`src/rtl/pipeline_valid_ready_pkg.sv`:
```
// rtl/pipeline_valid_ready_pkg.sv - shared constants and helpers for the elastic pipeline
package pipeline_valid_ready_pkg;

    // Widest valid vector the occupancy helper accepts.
    localparam int unsigned MAX_DEPTH = 64;

    function automatic int unsigned count_ones(input logic [MAX_DEPTH-1:0] bits);
        int unsigned n;
        n = 0;
        for (int k = 0; k < MAX_DEPTH; k++) begin
            n = n + 32'(bits[k]);
        end
        return n;
    endfunction

endpackage

```
`src/rtl/pipeline_valid_ready_stage.sv`:
```
// rtl/pipeline_valid_ready_stage.sv - one data register plus valid bit with load, flush and async reset
module pipeline_valid_ready_stage #(
    parameter int                WIDTH       = 1,
    parameter logic [WIDTH-1:0]  RESET_VALUE = '0
) (
    input  logic             clk,
    input  logic             reset,
    input  logic             i_flush,
    input  logic             i_load,
    input  logic [WIDTH-1:0] i_data,
    input  logic             i_valid,
    output logic [WIDTH-1:0] o_data,
    output logic             o_valid
);

    logic [WIDTH-1:0] r_data;
    logic             r_valid;

    // Flush clears only the valid bit; the data register changes solely on load.
    always_ff @(posedge clk or posedge reset) begin
        if (reset) begin
            r_data  <= RESET_VALUE;
            r_valid <= 1'b0;
        end else if (i_flush) begin
            r_valid <= 1'b0;
        end else if (i_load) begin
            r_data  <= i_data;
            r_valid <= i_valid;
        end
    end

    assign o_data  = r_data;
    assign o_valid = r_valid;

endmodule

```
`src/rtl/pipeline_valid_ready.sv`:
```
// rtl/pipeline_valid_ready.sv - elastic DEPTH-stage valid/ready register pipeline with flush and occupancy count
module pipeline_valid_ready
    import pipeline_valid_ready_pkg::*;
#(
    parameter int                WIDTH       = 1,
    parameter int                DEPTH       = 1,
    parameter logic [WIDTH-1:0]  RESET_VALUE = '0,
    localparam int               CW          = $clog2(DEPTH + 1)
) (
    input  logic             clk,
    input  logic             reset,
    input  logic             flush,
    input  logic             in_valid,
    output logic             in_ready,
    input  logic [WIDTH-1:0] in_data,
    output logic             out_valid,
    input  logic             out_ready,
    output logic [WIDTH-1:0] out_data,
    output logic [CW-1:0]    count
);

    logic [DEPTH:0]           w_ready;
    logic [DEPTH-1:0]         w_load;
    logic [DEPTH-1:0]         w_v;
    logic [DEPTH-1:0]         w_v_in;
    logic [DEPTH-1:0]         w_v_next;
    logic [MAX_DEPTH-1:0]     w_v_wide;
    logic [WIDTH-1:0]         w_d    [DEPTH];
    logic [WIDTH-1:0]         w_d_in [DEPTH];
    logic [CW-1:0]            r_count;

    // A stage may load when it is empty or everything ahead of it moves.
    always_comb begin
        w_ready        = '0;
        w_ready[DEPTH] = out_ready;
        for (int k = DEPTH - 1; k >= 0; k--) begin
            w_ready[k] = !w_v[k] || w_ready[k+1];
        end
    end

    for (genvar i = 0; i < DEPTH; i++) begin : g_stage
        if (i == 0) begin : g_head
            assign w_d_in[i] = in_data;
            assign w_v_in[i] = in_valid;
        end else begin : g_body
            assign w_d_in[i] = w_d[i-1];
            assign w_v_in[i] = w_v[i-1];
        end

        assign w_load[i]   = w_ready[i] && !flush;
        assign w_v_next[i] = flush ? 1'b0 : (w_load[i] ? w_v_in[i] : w_v[i]);

        pipeline_valid_ready_stage #(
            .WIDTH       (WIDTH),
            .RESET_VALUE (RESET_VALUE)
        ) u_stage (
            .clk     (clk),
            .reset   (reset),
            .i_flush (flush),
            .i_load  (w_load[i]),
            .i_data  (w_d_in[i]),
            .i_valid (w_v_in[i]),
            .o_data  (w_d[i]),
            .o_valid (w_v[i])
        );
    end

    assign w_v_wide = MAX_DEPTH'(w_v_next);

    // Count tracks the valid bits as they will be after this edge.
    always_ff @(posedge clk or posedge reset) begin
        if (reset) begin
            r_count <= '0;
        end else begin
            r_count <= CW'(count_ones(w_v_wide));
        end
    end

    assign in_ready  = w_ready[0] && !flush;
    assign out_valid = w_v[DEPTH-1] && !flush;
    assign out_data  = w_d[DEPTH-1];
    assign count     = r_count;

endmodule

```
`config.mk`:
```
export PLATFORM = sky130hd
export DESIGN_NAME = pipeline_valid_ready
export DESIGN_NICKNAME = d
export VERILOG_FILES = /design/src/rtl/pipeline_valid_ready_pkg.sv /design/src/rtl/pipeline_valid_ready_stage.sv /design/src/rtl/pipeline_valid_ready.sv
export SDC_FILE = /design/constraint.sdc
export NUM_CORES = 1
export LEC_CHECK = 0
export ABC_AREA = 1
export CAP_MARGIN = 5
export CORE_AREA = 2 2 39 41
export CTS_CLUSTER_SIZE = 30
export DETAILED_ROUTE_END_ITERATION = 10
export DIE_AREA = 0 0 41 43
export GPL_ROUTABILITY_DRIVEN = 1
export SYNTH_ARGS = -nofsm -noshare
export SYNTH_HDL_FRONTEND = slang
export SYNTH_SLANG_ARGS = --single-unit
```
`constraint.sdc`:
```
create_clock -name clk -period 0.8 [get_ports clk]
set_clock_uncertainty 0.05 [all_clocks]
set_input_delay 0.2 -clock clk [delete_from_list [all_inputs] [get_ports clk]]
set_output_delay 0.2 -clock clk [all_outputs]
set_load 0.05 [all_outputs]
```
==> results by stage <==
Run status:
- The run finished, with violations left.
- The checks that failed: negative setup slack.

Setup path:
- Across all register-to-register paths, the minimum setup slack is -0.25 ns.
- The worst endpoint required time is 0.55 ns.
- The launching element type of the critical path is a flop.
- The type of element capturing the critical path is a primary output.
- At the worst endpoint, the arrival time is 0.98 ns.
- The source of the worst register-to-register timing path is count.
- The capture point of the worst reg-to-reg path is g_stage[0].u_stage.o_data.
- The critical path is of the flop to primary output type.
- The launch point of the critical path is count.
- The maximum net fanout on the critical path is 3.
- The depth of the most critical reg-to-reg path is 6.

Worst hold path:
- The min-delay analysis places its worst path in the category input port to async pin.

GRT:
- The first-pass GRT wire length is 593 um.
- The leftover overflow at the end of global routing is 0.
- The initial antenna violation count is 0.
- Entering global routing, the biggest net connects 4 pins.
- The via count of the first global-routing pass came to ~180.
- The overall global routing resource usage is about 6%.

Finish:
- The fill cell instance count of the final layout is 154.
- The core utilization of the finished layout is 24.9%.
- The library cells used most frequently in the layout, excluding fill and tap cells, are 5 x sky130_fd_sc_hd__buf_4, 4 x sky130_fd_sc_hd__buf_12, 3 x sky130_fd_sc_hd__inv_1, 3 x sky130_fd_sc_hd__clkbuf_4, 3 x sky130_fd_sc_hd__clkdlybuf4s50_1.
- The area of combinational cells with multiple inputs is 61.3 um^2.
- The antenna diode count is 0.
- Cells with a size suffix above 1 make up roughly two thirds of the layout.
- From synthesis to final layout, the design area changed by 224%.
- The area of all placed cells without fillers is 344 um^2.
- The leading cell type in the layout, fill and taps excluded is sky130_fd_sc_hd__buf_4.
- After the last flow step, the layout net total stands at 40.
- Summing all flip-flop and latch instances after layout gives between 50 and 60 um^2.

Synth:
- Of all cell types, the one taking the most synthesized area is sky130_fd_sc_hd__dfrtp_1.
- The total standard cell area after synthesis is 106 um^2.
- The synthesized instance count is 15.
- The net count after synthesis is 21.
- The per-instance average area after synthesis is 7.09 um^2.
- By area the synthesized netlist is led by sky130_fd_sc_hd__dfrtp_1 47%, sky130_fd_sc_hd__inv_1 14%, sky130_fd_sc_hd__nand2_2 12%.
- The sequential area share after synthesis is 47.1%.
- During synthesis, Yosys emitted a total of 0 warnings.
- Yosys mapped the design onto 8 distinct sky130hd cell types.
- The synthesized flop and latch total is 2.
- The share of the synthesized area in the top cell type is between 40% and 50%.

Timing:
- The worst max-slew margin expressed relative to the limit is 92.9%.
- The worst setup margin is -0.433 ns.
- At the pin with the least slew margin, the transition time is 0.107 ns.
- Setup violations remaining at the end of the flow were counted as 6.
- The highest clock frequency the design can meet is 811 MHz.
- The number of pins with negative max-slew slack in the final report came to 0.
- Setup repair after global routing could not meet its margin everywhere.
- The final hold violation count is 0.
- The final critical path time including I/O delays and setup is 1.23 ns.
- The worst path uses 154% of the clock period.

Drt:
- The via count normalized by instance count is 3.31.
- Dividing the detail-routed wire length by the instance count gives 7.33 um.
- The number of vias after detailed routing is 159.
- The count of nets left with antenna violations once routing finished came out at 0.
- The violation count after the first detailed-routing iteration is 0.
- After detailed routing, the number of remaining DRC violations is 0.
- The total wirelength of the detailed-routed design is 352 um.
- For this run, the detailed router's first-pass iteration total came to 1.

Power:
- The largest voltage drop on the vdd net is 0.345 mV.
- The overall power is 563 uW.
- The power density relative to cell area is 1640 nW/um^2.
- The static leakage power is 0.166 nW.

Placed design:
- Port buffering added 9 buffers.
- The last weighted congestion value of the routability-driven placer is 0.465.
- The standard cell area after detailed placement is 293 um^2.
- The sum of net half-perimeters after detailed placement is 235 um.

Die:
- The floorplan step set the die width to 41 um.
- For this configuration, the core starts out at a cell density of between 7 and 8%.
- The area enclosed by the die boundary is 1760 um^2.
- Measured along the y axis, the die boundary spans 43 um.
- The cell row count is 14.
- The number of I/O pins is 10.
- After floorplanning, the core was sized to cover about 1400 um^2.

Clocking:
- The number of clock buffers added by TritonCTS is 3.
- The largest buffer count on any clock path is 2.
- In this run the number of H-tree levels came out at 1.
- For the worst-skew pair, the clock arrives at the later sink with an insertion delay of 0.22 ns.
- The clock net in this run drives a total of 2 sinks.
- The clock transition at the register clock pins on the worst setup and hold paths after CTS is around 0.030 ns.
- TritonCTS built the clock tree.
- The buffer type at the clock tree root is sky130_fd_sc_hd__clkbuf_4.
- The post-cts hold buffer count is 0.

Flow run:
- The tool flagged a number of max-cap violations equal to 0.
==> worst max-delay path, stage by stage (launching register included) <==
cell and delay, ns:
sky130_fd_sc_hd__dfrtp_2 0.42, sky130_fd_sc_hd__nand2_4 0.09, sky130_fd_sc_hd__nand2_4 0.05, sky130_fd_sc_hd__clkinvlp_4 0.07, sky130_fd_sc_hd__buf_12 0.13
==> synth_stat cells (all sizes together) <==
cell type and n:
dfrtp 2, inv 5, nand3 1, nand2 5, o21ai 1, nor2 1
==> routing by layer <==
| layer | wire [um] | GRT usage, % | share of wire [%] |
|---|---|---|---|
| met2 | 238 | 9.06 | 68 |
| met5 | 0 | 0 | 0 |
| met3 | 15 | 3.14 | 4.3 |
| met1 | 99 | 3.21 | 28 |
| met4 | 0 | 10.0 | 0 |
==> worst max-delay path by stage <==
stage / end / cells after the start
global route: in_ready / 4
detailed placement: in_ready / 5
CTS: in_ready / 4
global placement: in_ready / 5
floorplan: in_ready / 3
finish: in_ready / 4
==> registers in the layout, summed over array words and instances (netlist names) <==
| register | flops |
|---|---|
| count | 1 |
| g_stage.u_stage.o_data | 1 |
==> power breakdown <==
part           total (mW)  internal (mW)  switching (mW)  leakage (nW)
combinational       0.216          0.112           0.104         0.130
sequential          0.125          0.113          0.0118        0.0224
clock               0.221          0.165          0.0559        0.0138
==> timing repair <==
action                     CTS  global route
pin swaps                    3             3
setup buffers                1             2
gates resized for setup      3             3
setup endpoints to repair    6             6
hold endpoints to repair     0             0
==> area by class of cell <==
class	count	area share [%]
inverter	5	6.55
tap	16	5.82
clock buffer	3	6.55
sequential	2	15.3
timing repair buffer	14	48.0
multi-input combinational	8	17.8
==> logic make-up after synthesis <==
logic type	Yosys count	synth area share [%]
flops	2	47.1
simple gates	7	30.6
compound gates	1	4.70
buf+inv	5	17.6
==> stage by stage <==
stage / TNS, ns / setup WS, ns / hold WS [ns] / cells
after floorplan: -0.974 / -0.393 / -0.109 / 15
after global placement: -1.81 / -0.530 / 0.313 / 43
after detailed placement: -1.84 / -0.550 / 0.318 / 43
after CTS: -1.60 / -0.456 / 0.0750 / 47
after global routing: -1.91 / -0.472 / 0.0861 / 48
final: -1.70 / -0.433 / 0.0808 / 48
Power figures use the tool's default switching activity.
